## src/rtl/muldiv_if.sv

```systemverilog
// Handshake and operand/result bundle between the register file and muldiv_unit.
// The master drives the request; the slave (the unit) returns the writeback.
interface muldiv_if #(
    parameter int unsigned WIDTH = 32
);
    logic             start;
    logic [1:0]       op;
    logic [WIDTH-1:0] BusA;
    logic [WIDTH-1:0] BusB;
    logic [4:0]       DR_in;
    logic             busy;
    logic             done;
    logic             RW;
    logic [4:0]       DR;
    logic [WIDTH-1:0] Data_out;

    modport master (
        output start, op, BusA, BusB, DR_in,
        input  busy, done, RW, DR, Data_out
    );

    modport slave (
        input  start, op, BusA, BusB, DR_in,
        output busy, done, RW, DR, Data_out
    );
endinterface

```

## src/rtl/muldiv_unit.sv

```systemverilog
// Iterative unsigned multiply/divide unit: shift-add multiply, restoring divide,
// one bit per clock, fixed 33-cycle latency with a registered writeback pulse.
module muldiv_unit #(
    parameter int unsigned WIDTH = 32,
    parameter int unsigned CNT_W = 5
) (
    input logic      clk,
    input logic      rst,
    muldiv_if.slave  bus
);
    typedef enum logic [1:0] {StIdle, StRun, StFinish} state_e;

    state_e               state_q;
    logic [CNT_W-1:0]     cnt_q;
    logic [1:0]           op_q;
    logic [4:0]           dr_q;
    logic [WIDTH-1:0]     a_q;
    logic [WIDTH-1:0]     b_q;
    logic [2*WIDTH-1:0]   acc_q;
    logic                 busy_q;
    logic                 done_q;
    logic [4:0]           dr_out_q;
    logic [WIDTH-1:0]     data_q;

    logic [WIDTH-1:0]     mul_add;
    logic [WIDTH:0]       mul_sum;
    logic [WIDTH:0]       div_part;
    logic [WIDTH:0]       div_trial;
    logic [2*WIDTH-1:0]   acc_step;
    logic [WIDTH-1:0]     a_step;
    logic [WIDTH-1:0]     b_step;

    // acc holds {product_hi, product_lo} for multiply, {remainder, quotient} for divide.
    always_comb begin
        mul_add   = b_q[0] ? a_q : '0;
        mul_sum   = {1'b0, acc_q[2*WIDTH-1:WIDTH]} + {1'b0, mul_add};
        div_part  = {acc_q[2*WIDTH-1:WIDTH], a_q[WIDTH-1]};
        div_trial = div_part - {1'b0, b_q};
        acc_step  = acc_q;
        a_step    = a_q;
        b_step    = b_q;
        if (!op_q[1]) begin
            acc_step = {mul_sum, acc_q[WIDTH-1:1]};
            b_step   = b_q >> 1;
        end else begin
            a_step = a_q << 1;
            if (!div_trial[WIDTH]) begin
                acc_step = {div_trial[WIDTH-1:0], acc_q[WIDTH-2:0], 1'b1};
            end else begin
                acc_step = {div_part[WIDTH-1:0], acc_q[WIDTH-2:0], 1'b0};
            end
        end
    end

    always_ff @(posedge clk) begin
        if (rst) begin
            state_q  <= StIdle;
            cnt_q    <= '0;
            op_q     <= '0;
            dr_q     <= '0;
            a_q      <= '0;
            b_q      <= '0;
            acc_q    <= '0;
            busy_q   <= 1'b0;
            done_q   <= 1'b0;
            dr_out_q <= '0;
            data_q   <= '0;
        end else begin
            unique case (state_q)
                StIdle: begin
                    done_q <= 1'b0;
                    if (bus.start) begin
                        a_q     <= bus.BusA;
                        b_q     <= bus.BusB;
                        op_q    <= bus.op;
                        dr_q    <= bus.DR_in;
                        acc_q   <= '0;
                        cnt_q   <= '0;
                        busy_q  <= 1'b1;
                        state_q <= StRun;
                    end
                end
                StRun: begin
                    acc_q <= acc_step;
                    a_q   <= a_step;
                    b_q   <= b_step;
                    cnt_q <= cnt_q + CNT_W'(1);
                    if (cnt_q == {CNT_W{1'b1}}) begin
                        state_q <= StFinish;
                    end
                end
                StFinish: begin
                    unique case (op_q)
                        2'b00: data_q <= acc_q[WIDTH-1:0];
                        2'b01: data_q <= acc_q[2*WIDTH-1:WIDTH];
                        2'b10: data_q <= acc_q[WIDTH-1:0];
                        2'b11: data_q <= acc_q[2*WIDTH-1:WIDTH];
                        default: data_q <= '0;
                    endcase
                    dr_out_q <= dr_q;
                    done_q   <= 1'b1;
                    busy_q   <= 1'b0;
                    state_q  <= StIdle;
                end
                default: state_q <= StIdle;
            endcase
        end
    end

    assign bus.busy     = busy_q;
    assign bus.done     = done_q;
    assign bus.RW       = done_q;
    assign bus.DR       = dr_out_q;
    assign bus.Data_out = data_q;
endmodule

```

## src/flat_wrapper.sv

```systemverilog
// flat-port wrapper written by rule: the top's interface ports become plain ports
module muldiv_unit_flat 
#(
    parameter int unsigned WIDTH = 32,
    parameter int unsigned CNT_W = 5
)
  (clk, rst, bus_start, bus_op, bus_BusA, bus_BusB, bus_DR_in, bus_busy, bus_done, bus_RW, bus_DR, bus_Data_out);
  muldiv_if #(.WIDTH(WIDTH)) bus_i ();
  input logic clk;
  input logic rst;
  input wire logic [$bits(bus_i.start)-1:0] bus_start;
  input wire logic [$bits(bus_i.op)-1:0] bus_op;
  input wire logic [$bits(bus_i.BusA)-1:0] bus_BusA;
  input wire logic [$bits(bus_i.BusB)-1:0] bus_BusB;
  input wire logic [$bits(bus_i.DR_in)-1:0] bus_DR_in;
  output wire logic [$bits(bus_i.busy)-1:0] bus_busy;
  output wire logic [$bits(bus_i.done)-1:0] bus_done;
  output wire logic [$bits(bus_i.RW)-1:0] bus_RW;
  output wire logic [$bits(bus_i.DR)-1:0] bus_DR;
  output wire logic [$bits(bus_i.Data_out)-1:0] bus_Data_out;
  assign bus_i.start = bus_start;
  assign bus_i.op = bus_op;
  assign bus_i.BusA = bus_BusA;
  assign bus_i.BusB = bus_BusB;
  assign bus_i.DR_in = bus_DR_in;
  assign bus_busy = bus_i.busy;
  assign bus_done = bus_i.done;
  assign bus_RW = bus_i.RW;
  assign bus_DR = bus_i.DR;
  assign bus_Data_out = bus_i.Data_out;
  muldiv_unit #(.WIDTH(WIDTH), .CNT_W(CNT_W)) u_core (.clk(clk), .rst(rst), .bus(bus_i));
endmodule
```

## config.mk

```make
export PLATFORM = sky130hd
export DESIGN_NAME = muldiv_unit_flat
export DESIGN_NICKNAME = d
export VERILOG_FILES = /design/src/rtl/muldiv_if.sv /design/src/rtl/muldiv_unit.sv /design/src/flat_wrapper.sv
export SDC_FILE = /design/constraint.sdc
export NUM_CORES = 1
export LEC_CHECK = 0
export CORE_UTILIZATION = 50
export DETAILED_ROUTE_END_ITERATION = 7
export DONT_BUFFER_PORTS = 1
export PLACE_DENSITY = 0.68
export SYNTH_ARGS = -nofsm -noshare
export SYNTH_HDL_FRONTEND = slang
export SYNTH_SLANG_ARGS = --single-unit
```

## constraint.sdc

```tcl
create_clock -name clk -period 3.8 [get_ports clk]
set_input_delay 0.76 -clock clk [delete_from_list [all_inputs] [get_ports clk]]
set_output_delay 0.76 -clock clk [all_outputs]
set_load 0.05 [all_outputs]
```

=== Word-level counts from Yosys, hierarchy flattened ===
Index checks and enable logic that the tools add are counted.

* Add/subtract/negate cells: 3
* Equality and inequality tests: 10
* Mux-type cells: 20
* Reductions and logical operators: 12

{| class="wikitable"
|+ Operators with widths
! cell !! count
|-
| 2-to-1 mux 64 bit || 3
|-
| case mux 32 bit (2 select lines) || 3
|-
| 2-to-1 mux 32 bit || 5
|-
| case mux 64 bit (2 select lines) || 1
|-
| adder 32 x 32 -> 33 bit || 1
|-
| subtractor 33 x 32 -> 33 bit || 1
|-
| case mux 5 bit (2 select lines) || 1
|-
| AND reduction 2 bit || 4
|-
| == test 2 bit (second input constant) || 3
|-
| AND reduction 3 bit || 2
|-
| adder 5 x 1 -> 5 bit (second input constant) || 1
|-
| == test 5 bit (second input constant) || 1
|-
| 2-to-1 mux 5 bit || 1
|-
| == test 2 x 1 -> 1 bit (second input constant) || 2
|-
| logical NOT 2 bit || 2
|-
| 2-to-1 mux 2 bit || 2
|-
| != test 2 x 1 -> 1 bit (second input constant) || 2
|-
| != test 2 bit (second input constant) || 2
|-
| case mux 1 bit (2 select lines) || 2
|-
| case mux 2 bit (2 select lines) || 1
|-
| nonzero test 2 bit || 2
|-
| OR reduction 2 bit || 2
|-
| 2-to-1 mux 1 bit || 1
|}

* Flip-flop bits (word level): 181
* Input bits: 74
* Output and inout port bits: 40

=== Logic depth before layout (Yosys ltp) ===
Gate-level depths: netlist of run 1.

* Depth after elaboration: 4
* Depth in mapped cells: 14
* Gate-level depth less buffers: 14

=== Least setup slack after synthesis of run 1 ===
Ideal clock, no wire load.

* Path kind: register -> register
* From: reg u_core.b_q[0]
* To: reg u_core.acc_q[63]
* Setup time: 0.134 ns
* Arrival: 3.145 ns
* Required time: 3.666 ns
* Path slack: 0.521 ns
* Stages on the path, launching flop included: 14
* Path buffers: 1
* Clock period less this slack: 3.279 ns
* Cells stage by stage: dfxtp_1 > clkbuf_1 > and2_1 > ha_1 > a21oi_2 > and2_4 > a2bb2oi_2 > nand3b_1 > or4b_1 > a211o_2 > a2111oi_4 > nor4bb_1 > nor4_2 > a211oi_1

* Longest elaborated chain between the ends: 4

{| class="wikitable"
|+ Ends and longest elaborated chain
! what !! RTL line !! RTL
|-
| start: declaration || muldiv_unit.sv:18 || <nowiki>logic [WIDTH-1:0] b_q;</nowiki>
|-
| start signal: assignment || muldiv_unit.sv:74 || <nowiki>b_q <= bus.BusB;</nowiki>
|-
| start signal: assignment || muldiv_unit.sv:86 || <nowiki>b_q <= b_step;</nowiki>
|-
| subtractor 33 x 32 -> 33 bit or 2-to-1 mux 32 bit (tied branches) || muldiv_unit.sv:38, muldiv_unit.sv:35 ||
|-
| 2-to-1 mux 64 bit or adder 32 x 32 -> 33 bit (tied branches) || muldiv_unit.sv:47, muldiv_unit.sv:36 ||
|-
| 2-to-1 mux 64 bit (*) || muldiv_unit.sv:42 || <nowiki>if (!op_q[1]) begin</nowiki>
|-
| case mux 64 bit (2 select lines) (*) || muldiv_unit.sv:69 || <nowiki>unique case (state_q)</nowiki>
|-
| end signal: assignment || muldiv_unit.sv:84 || <nowiki>acc_q <= acc_step;</nowiki>
|-
| end: declaration || muldiv_unit.sv:19 || <nowiki>logic [2*WIDTH-1:0] acc_q;</nowiki>
|}

Mark *: on every way between the ends. The rest lies on a longest branch, timed or not.
A chain may end at the register's enable or synchronous reset.

=== Final worst setup path of run 1 ===
Same ends and word-level chain as after synthesis.

==> flow_metrics.tcl, run 1 <==
set metrics [dict create \
    clockBufferDepth 2 \
    cp_max_fo 12 \
    setup_viol 0 \
    period_share_pct 94.0 \
    io_buffers 0 \
    cap_violations 0 \
    worst_slew_pin_slew_ns 1.08 \
    cp.arrival_ns 3.86 \
    async_flop_share_pct 0 \
    grt_pass1_vias 9199 \
    post-cts-setup-buffers 0 \
    tns_ns 0 \
    nFillCells 2065 \
    cellPowerDensity_nw_per_um2 397 \
    postCtsHoldBufs 0 \
    combinationalPowerShare_pct 21.2 \
    diodes 0 \
    synth.avg_cell_area_um2 7.83 \
    grt_antenna_before_repair 0 \
    grt_pass1_wl_mm 47.9 \
    min_period_ns 3.57 \
    cp-start-kind "flip-flop" \
    start_util_pct 51.7 \
    synth_top_cell_by_area "dfxtp_1" \
    maxSlewViolCount 0 \
    routed_wl_mm 30.0 \
    status "complete, no violations" \
    syn-instance-count 1459 \
    synth.distinct_cells 74 \
    power_frac_seq_pct 43.0 \
    endpoint_kind "flip-flop" \
    drt_iter0_markers 778 \
    final_hold_viol_count 0 \
    p_sw_share_pct 32.5 \
    cts_sinks 181 \
    numCtsBuffers 17 \
    worst_ep_required_time_ns 4.09 \
    clk_latency_ns 0.44 \
    layout-drive-gt1-share_pct 6.43 \
    vias_per_cell 6.01 \
    grt_use_total_pct 25.3 \
    fmax_mhz 280 \
    coreArea_um2 22100 \
    synthTopCellsByArea "dfxtp_1 32%, ha_1 7.3%, nand2_1 7.3%" \
    ys.flop_type "dfxtp_1" \
    layout_commonest_cell "nand2_1" \
    grt_start_max_net_pins 124 \
    clkTransAtPathRegs_ns 0.08 \
    rsz0062_at_grt "no" \
    synth_nets 1602 \
    final_cell_mix "220 x nand2_1, 178 x dfxtp_1, 174 x nor2_1, 92 x o21ai_0, 87 x a21oi_1" \
    clock_skew_ns 0.0149 \
    fin_nets 1561 \
    gr-total-overflow 0 \
    ant_nets 0 \
    synth-seq-cells 181 \
    drcViolationCount 0 \
    dr.pass1.iters 6 \
    leakage_nw 4.94 \
    place_hpwl_mm 22.1 \
    seq_area_frac_synth_pct 31.7 \
    gp_congestion 0.956 \
    syn_area_um2 11400 \
    cts_root_buf "clkbuf_16" \
    area_growth_pct 7.23 \
    ios 114 \
    tritoncts "done" \
    wl_per_cell_um 17.6 \
    fp.dieArea_um2 23500 \
    crit_type "reg2reg" \
    ir_worst_vdd_mv 0.283 \
    yosys_warnings 0 \
    power_frac_clock_pct 35.8 \
    p_int_w 0.00328 \
    switching_power_w 0.00158 \
    core.rowCount 54 \
    die_y_um 153 \
    htreeDepth 4 \
    dieWidth_um 153 \
    via_count 10300 \
    synth_edf_count 0 \
    post-route-util_pct 55.4 \
    hold_class "in2reg" \
    slew_headroom_pct 28.0 \
    synth_top_area_share_pct 31.7 \
]
-- logic make-up (layout without fill, tap and decap cells) --
kind of cell / Yosys count / count (layout) / share of synthesized area [%]
and+or+nand+nor: 524 / 524 / 20.3
AOI/OAI and AO/OA: 420 / 420 / 24.6
DFF: 181 / 181 / 31.7
buffers and inverters: 137 / 109 / 4.81
muxes: 80 / 80 / 7.04
adders and majority gates: 69 / 69 / 7.69
xor gates and xnor gates: 48 / 48 / 3.84
-- worst paths after layout --
path	slack [ns]	to	depth (start not counted)	startpoint
max	0.23	u_core.acc_q[63]$_SDFFE_PP0P_	14	u_core.b_q[0]$_SDFFE_PP0P_
min reg2reg	0.45	u_core.dr_q[2]$_SDFFE_PP0P_	2	u_core.dr_q[2]$_SDFFE_PP0P_
min	0.39	u_core.cnt_q[2]$_SDFFE_PP0P_	1	rst
max reg2reg	0.23	u_core.acc_q[63]$_SDFFE_PP0P_	14	u_core.b_q[0]$_SDFFE_PP0P_
-- area by class of cell --
type	count	area, µm²	area share (%)
repair buffers	32	240	1.96
inverters	45	169	1.38
multi-input cells	1141	7290	59.5
clock inverters	14	134	1.09
flip-flops and latches	181	3630	29.6
clock buffers	18	439	3.58
well taps	280	350	2.86
-- power by group through the flow --
stage / clock network, W / registers [W] / logic, W
5_1_grt: 0.00185 / 0.00211 / 0.00114
4_1_cts: 0.00177 / 0.00209 / 0.00102
3_5_place_dp: 0 / 0.00213 / 0.00101
6_report: 0.00174 / 0.00209 / 0.00103
3_3_place_gp: 0 / 0.00213 / 0.00100
2_1_floorplan: 0 / 0.00209 / 0.000840
-- cells in the mapped netlist, types with 4 or more instances --
library cell	number
and2_1	37
o31ai_1	4
a211oi_1	11
dfxtp_1	181
a311oi_1	64
nor3b_1	4
inv_1	45
a31oi_1	46
nand4_1	4
nand2_1	221
nor2b_1	13
a22oi_1	13
a21oi_1	87
o21ai_1	4
nand2b_1	13
or3_1	5
nor2_1	175
xor2_1	15
clkbuf_1	80
a22o_1	11
o211ai_1	4
a211o_1	5
nor3_1	7
buf_1	7
o21ai_0	92
a21o_1	34
and3_1	11
xnor2_1	32
ha_1	67
o21a_1	11
mux2i_1	77
nand3_1	14
o21bai_1	4
-- stage by stage --
step / total power, W / hold slack, ns / cell area, µm² / worst slack (ns) / std cells
after floorplan: 0.00293 / 0.436 / 11400 / 0.521 / 1459
after global placement: 0.00313 / 0.437 / 11700 / 0.310 / 1679
after detailed placement: 0.00314 / 0.442 / 11700 / 0.176 / 1679
after CTS: 0.00488 / 0.379 / 12200 / 0.141 / 1711
after global routing: 0.00510 / 0.380 / 12300 / 0.0771 / 1711
final: 0.00486 / 0.387 / 12300 / 0.229 / 1711
-- timing repair --
item	CTS	global route
endpoints found under the setup margin	0	3
resized for setup	0	2
endpoints found under the hold margin	0	0
-- sequential cells by signal, summed over array words and instances, names as in the netlist --
signal / count
u_core.a_q: 32
u_core.acc_q: 64
u_core.b_q: 32
u_core.bus.DR: 5
u_core.bus.Data_out: 32
u_core.bus.RW: 1
u_core.bus.busy: 1
u_core.cnt_q: 5
u_core.dr_q: 5
u_core.op_q: 2
u_core.state_q: 2
-- metal layers --
layer	up-vias	share of wire (%)	GRT usage, %
li1	5134	-	-
met1	4779	51	38.2
met2	345	42	37.3
met3	21	6.2	3.20
met4	0	1.1	6.54
met5	-	0	0
-- worst max-delay path, cell delays in order, from the launching register on --
cell and delay [ns]:
dfxtp_2 0.40, and2_1 0.19, ha_1 0.22, inv_1 0.09
fa_1 0.20, nand2b_1 0.14, a21oi_1 0.09, o21ai_1 0.17
nand3b_1 0.11, or4b_1 0.53, a211o_2 0.40, a2111oi_4 0.35
nor4bb_1 0.13, nor4_2 0.29, a211oi_1 0.12
Power figures use the tool's default switching activity.
==> run 2, diff against run 1 <==
==> constraint.sdc (replaced) <==
create_clock -name clk -period 4.14 [get_ports clk]
set_input_delay 0.828 -clock clk [delete_from_list [all_inputs] [get_ports clk]]
set_output_delay 0.828 -clock clk [all_outputs]
set_load 0.05 [all_outputs]
==> run 2 against run 1 <==
- critical path depth down 3
- via count is 0.91% lower
- final area down 0.45%
- largest cell class unchanged
- non-clock buffer count shrank 6
- flip-flop and latch count stayed put
- combinational power fell by 9%
- core utilization decreased by 0.25 points
- critical path type unchanged
- hold slack improved by 0.070 ns
- first-iteration DRC count rose by 8.2%
- cell count is 0.35% lower
==> flow_metrics.tcl, run 2 (synthesized netlist as in run 1, its figures left out) <==
set metrics [dict create \
    drt_iter0_markers 842 \
    cts_root_buf "clkbuf_16" \
    cts_sinks 181 \
    clockBufferDepth 2 \
    place_hpwl_mm 22.0 \
    routed_wl_mm 30.0 \
    ant_nets 0 \
    endpoint_kind "flip-flop" \
    tns_ns 0 \
    grt_pass1_wl_mm 48.8 \
    postCtsHoldBufs 0 \
    dr.pass1.iters 6 \
    cap_violations 0 \
    regMostFlops "u_core.acc_q" \
    grt_start_max_net_pins 124 \
    leakage_nw 4.91 \
    setup_viol 0 \
    largest_register_ffs 64 \
    clkTransAtPathRegs_ns 0.07 \
    crit_chain "ha_1 -> fa_1 -> nor2b_1 -> o31ai_1 -> a211oi_1 -> a211oi_1 -> o21ai_2 -> xnor2_1 -> nor2_1 -> a222oi_1 -> o21ai_0" \
    slew_headroom_pct 29.6 \
    grt_pass1_vias 9499 \
    critPathMaxStageDelay_ns 0.81 \
    post_cts_resize_count 0 \
    cp_top_family "compound AO/OA/AOI/OAI gates" \
    ios 114 \
    cellPowerDensity_nw_per_um2 364 \
    vias_per_cell 5.97 \
    worst_slew_pin_slew_ns 1.06 \
    ir_worst_vdd_mv 0.257 \
    via_count 10200 \
    cp.arrival_ns 4.12 \
    rsz0062_at_grt "no" \
    hold_class "reg2reg" \
    dp_slack_ns 0.382 \
    grt_antenna_before_repair 0 \
    nFillCells 2099 \
    post-route-util_pct 55.2 \
    tritoncts "done" \
    min_period_ns 3.82 \
    wl_per_cell_um 17.6 \
    clock_skew_ns 0.00963 \
    dieWidth_um 153 \
    layout-drive-gt1-share_pct 5.89 \
    critPathMostFrequentCell "a211oi_1" \
    gr-total-overflow 0 \
    diodes 0 \
    final_hold_viol_count 0 \
    worst_ep_required_time_ns 4.44 \
    post-cts-setup-buffers 0 \
    fin_ws_ns 0.321 \
    start_util_pct 51.7 \
    die_y_um 153 \
    maxSlewViolCount 0 \
    final_cell_mix "220 x nand2_1, 179 x dfxtp_1, 174 x nor2_1, 92 x o21ai_0, 87 x a21oi_1" \
    coreArea_um2 22100 \
    htreeDepth 4 \
    status "complete, no violations" \
    fmax_mhz 262 \
    regArea_um2 3630 \
    fp.dieArea_um2 23500 \
    core.rowCount 54 \
    gp_congestion 0.939 \
    area_growth_pct 6.75 \
    cp_max_fo 12 \
    layout_commonest_cell "nand2_1" \
    crit_path_top_delay_cell "xnor2_1" \
    io_buffers 0 \
    clk_latency_ns 0.43 \
    drcViolationCount 0 \
    cp-start-kind "flip-flop" \
    worst-path-buf-inv 0 \
    multi_input_area_um2 7290 \
    numCtsBuffers 17 \
    grt_use_total_pct 25.6 \
    crit_type "reg2reg" \
    fin_nets 1555 \
    period_share_pct 92.2 \
]
-- run 2: cell count changes in the layout (fill, tap and decap cells not counted), sizes merged --
cell      previous run  this run
clkinvlp             3         2
buf                 32        26
inv                 52        53
-- run 2: path summary, 6_finish.rpt --
kind                                                   from                            end  slack (ns)  cells past startpoint
worst max-delay path             u_core.b_q[0]$_SDFFE_PP0P_  u_core.acc_q[56]$_SDFFE_PP0P_        0.32                     11
worst min-delay path            u_core.dr_q[3]$_SDFFE_PP0P_    u_core.dr_q[3]$_SDFFE_PP0P_        0.46                      2
worst max register to register   u_core.b_q[0]$_SDFFE_PP0P_  u_core.acc_q[56]$_SDFFE_PP0P_        0.32                     11
worst min register to register  u_core.dr_q[3]$_SDFFE_PP0P_    u_core.dr_q[3]$_SDFFE_PP0P_        0.46                      2
-- run 2: metrics by stage --
stage,instances,power [W],hold slack (ns),cell area (µm²)
final,1705,0.00444,0.457,12200
after global routing,1705,0.00465,0.452,12200
after CTS,1705,0.00446,0.448,12200
after detailed placement,1673,0.00288,0.443,11600
after global placement,1673,0.00287,0.437,11600
after floorplan,1459,0.00269,0.436,11400
-- run 2: layer usage --
metal,part of all wire (%),up-vias,track usage [%],wire length [µm]
li1,-,5131,-,-
met1,50,4738,37.9,15100
met2,42,296,39.1,12700
met3,6.4,20,3.15,1930
met4,0.96,0,5.92,287
met5,0,-,0,0
-- run 2: final cells by class --
| class | count | area share, % |
|---|---|---|
| multi-input cells | 1141 | 59.8 |
| flip-flops and latches | 181 | 29.7 |
| clock buffers | 18 | 3.52 |
| well taps | 280 | 2.87 |
| repair buffers | 26 | 1.60 |
| inverters | 45 | 1.39 |
| clock inverters | 14 | 1.11 |
-- run 2: where the power goes --
part / internal, W / total [W] / switching (W)
clock: 0.000801 / 0.00158 / 0.000782
combinational: 0.000371 / 0.000942 / 0.000571
sequential: 0.00182 / 0.00192 / 0.0000932
total: 0.00300 / 0.00444 / 0.00145
-- run 2: worst min-delay path: cells and delay by family (launching register included) --
| family | cells | cell delay (ns) |
|---|---|---|
| AO/OA/AOI/OAI | 1 | 0.05 |
| AND/OR/NAND/NOR | 1 | 0.05 |
| flip-flops | 1 | 0.31 |
==> run 3, diff against run 2 <==
--- a/config.mk
+++ b/config.mk
@@ -5,6 +5,7 @@
 export SDC_FILE = /design/constraint.sdc
 export NUM_CORES = 1
 export LEC_CHECK = 0
+export CORE_MARGIN = 1.5
 export CORE_UTILIZATION = 50
 export DETAILED_ROUTE_END_ITERATION = 7
 export DONT_BUFFER_PORTS = 1
==> run 3 against run 2 <==
- core utilization down 1.1 points
- largest power group unchanged
- clock power about the same
- sequential share of layout area hardly changed
- clock skew grew 0.0050 ns
- clock-buffer cell count unchanged
- die area grew 1.3%
- sequential power is essentially flat
- register-to-register slack better by 0.09 ns
- cell count grew 0.23%
==> flow_metrics.tcl, run 3 (synthesized netlist as in run 1, its figures left out) <==
set metrics [dict create \
    min_period_ns 3.73 \
    fmax_mhz 268 \
    core.rowCount 55 \
    status "complete, no violations" \
    endpoint_kind "flip-flop" \
    io_buffers 0 \
    layout_commonest_cell "nand2_1" \
    via_count 10300 \
    final_hold_viol_count 0 \
    maxSlewViolCount 0 \
    place_hpwl_mm 21.9 \
    regMostFlops "u_core.acc_q" \
    dieWidth_um 154 \
    layout-drive-gt1-share_pct 5.76 \
    vias_per_cell 6.03 \
    clk_latency_ns 0.44 \
    start_util_pct 50.8 \
    cts_sinks 181 \
    grt_use_total_pct 25.2 \
    cp_max_fo 23 \
    fin_nets 1554 \
    hold_class "reg2reg" \
    final_area_um2 12200 \
    slew_headroom_pct 31.8 \
    cp.arrival_ns 4.04 \
    diodes 0 \
    coreArea_um2 22500 \
    wl_per_cell_um 17.6 \
    post-cts-setup-buffers 0 \
    post_cts_resize_count 0 \
    cp-start-kind "flip-flop" \
    final_cell_mix "220 x nand2_1, 179 x dfxtp_1, 174 x nor2_1, 92 x o21ai_0, 87 x a21oi_1" \
    htreeDepth 4 \
    tritoncts "done" \
    gp_congestion 0.962 \
    period_share_pct 90.1 \
    postCtsHoldBufs 0 \
    cap_violations 0 \
    ant_nets 0 \
    largest_register_ffs 64 \
    tns_ns 0 \
    worst_ep_required_time_ns 4.45 \
    rsz0062_at_grt "no" \
    post-route-util_pct 54.1 \
    drt_iter0_markers 948 \
    grt_pass1_wl_mm 48.7 \
    die_y_um 154 \
    crit_type "reg2reg" \
    setup_viol 0 \
    numCtsBuffers 17 \
    grt_pass1_vias 9417 \
    area_growth_pct 6.63 \
    drcViolationCount 0 \
    dr.pass1.iters 6 \
    ios 114 \
    whs_ns 0.453 \
    leakage_nw 4.89 \
    cts_root_buf "clkbuf_16" \
    routed_wl_mm 30.0 \
    clockBufferDepth 2 \
    gr-total-overflow 0 \
    clock_skew_ns 0.0146 \
    grt_antenna_before_repair 0 \
    grt_start_max_net_pins 124 \
    worst_slew_pin_slew_ns 1.02 \
    fp.dieArea_um2 23800 \
    dpl-instance-area_um2 11600 \
    cellPowerDensity_nw_per_um2 365 \
    clkTransAtPathRegs_ns 0.07 \
    ir_worst_vdd_mv 0.240 \
]
run 3: cell types whose count changed in the layout (fill, tap and decap cells not counted), sizes merged:
cell	previous run	this run
clkinvlp	2	4
clkinv	4	5
inv	53	49
bufinv	0	1
buf	26	25
run 3: through the flow:
stage                     setup slack [ns]  std cells  power (W)
after floorplan                      0.861       1459    0.00269
after global placement               0.580       1677    0.00288
after detailed placement             0.441       1677    0.00289
after CTS                            0.434       1709    0.00445
after global routing                 0.156       1709    0.00464
final                                0.410       1709    0.00445
run 3: final timing paths:
check | from | end | slack, ns | cells past startpoint
max | u_core.b_q[0]$_SDFFE_PP0P_ | u_core.acc_q[63]$_SDFFE_PP0P_ | 0.41 | 13
min reg2reg | u_core.dr_q[4]$_SDFFE_PP0P_ | u_core.dr_q[4]$_SDFFE_PP0P_ | 0.45 | 2
max reg2reg | u_core.b_q[0]$_SDFFE_PP0P_ | u_core.acc_q[63]$_SDFFE_PP0P_ | 0.41 | 13
min | u_core.dr_q[4]$_SDFFE_PP0P_ | u_core.dr_q[4]$_SDFFE_PP0P_ | 0.45 | 2
run 3: metal layers:
| layer | wire length (µm) | track usage [%] | vias to the layer above | share of wire (%) |
|---|---|---|---|---|
| li1 | - | - | 5118 | - |
| met1 | 15000 | 38.0 | 4800 | 50 |
| met2 | 12500 | 37.1 | 350 | 42 |
| met3 | 2020 | 3.21 | 33 | 6.7 |
| met4 | 494 | 7.86 | 0 | 1.6 |
| met5 | 0 | 0 | - | 0 |
run 3: report_power, final:
group / total, W / internal [W] / switching [W]
clock network: 0.00158 / 0.000835 / 0.000747
registers: 0.00192 / 0.00182 / 0.0000941
logic: 0.000948 / 0.000376 / 0.000571
run 3: worst max-delay path, cell delays in order, from the launching register on:
cell	delay, ns
dfxtp_1	0.61
buf_4	0.29
and2_1	0.15
ha_1	0.27
nand2_1	0.13
nor2_1	0.06
o21ai_1	0.10
nand3b_1	0.12
or4b_1	0.54
a211o_2	0.41
a2111oi_4	0.40
nor4bb_1	0.15
nor4_2	0.28
a211oi_1	0.10
run 3: layout make-up:
type / instances / area, µm²
timing repair buffer: 25 / 188
fill: 2169 / 10300
multi-input combinational: 1141 / 7290
sequential: 181 / 3630
clock inverter: 14 / 128
inverter: 45 / 169
clock buffer: 18 / 429
tap: 285 / 357
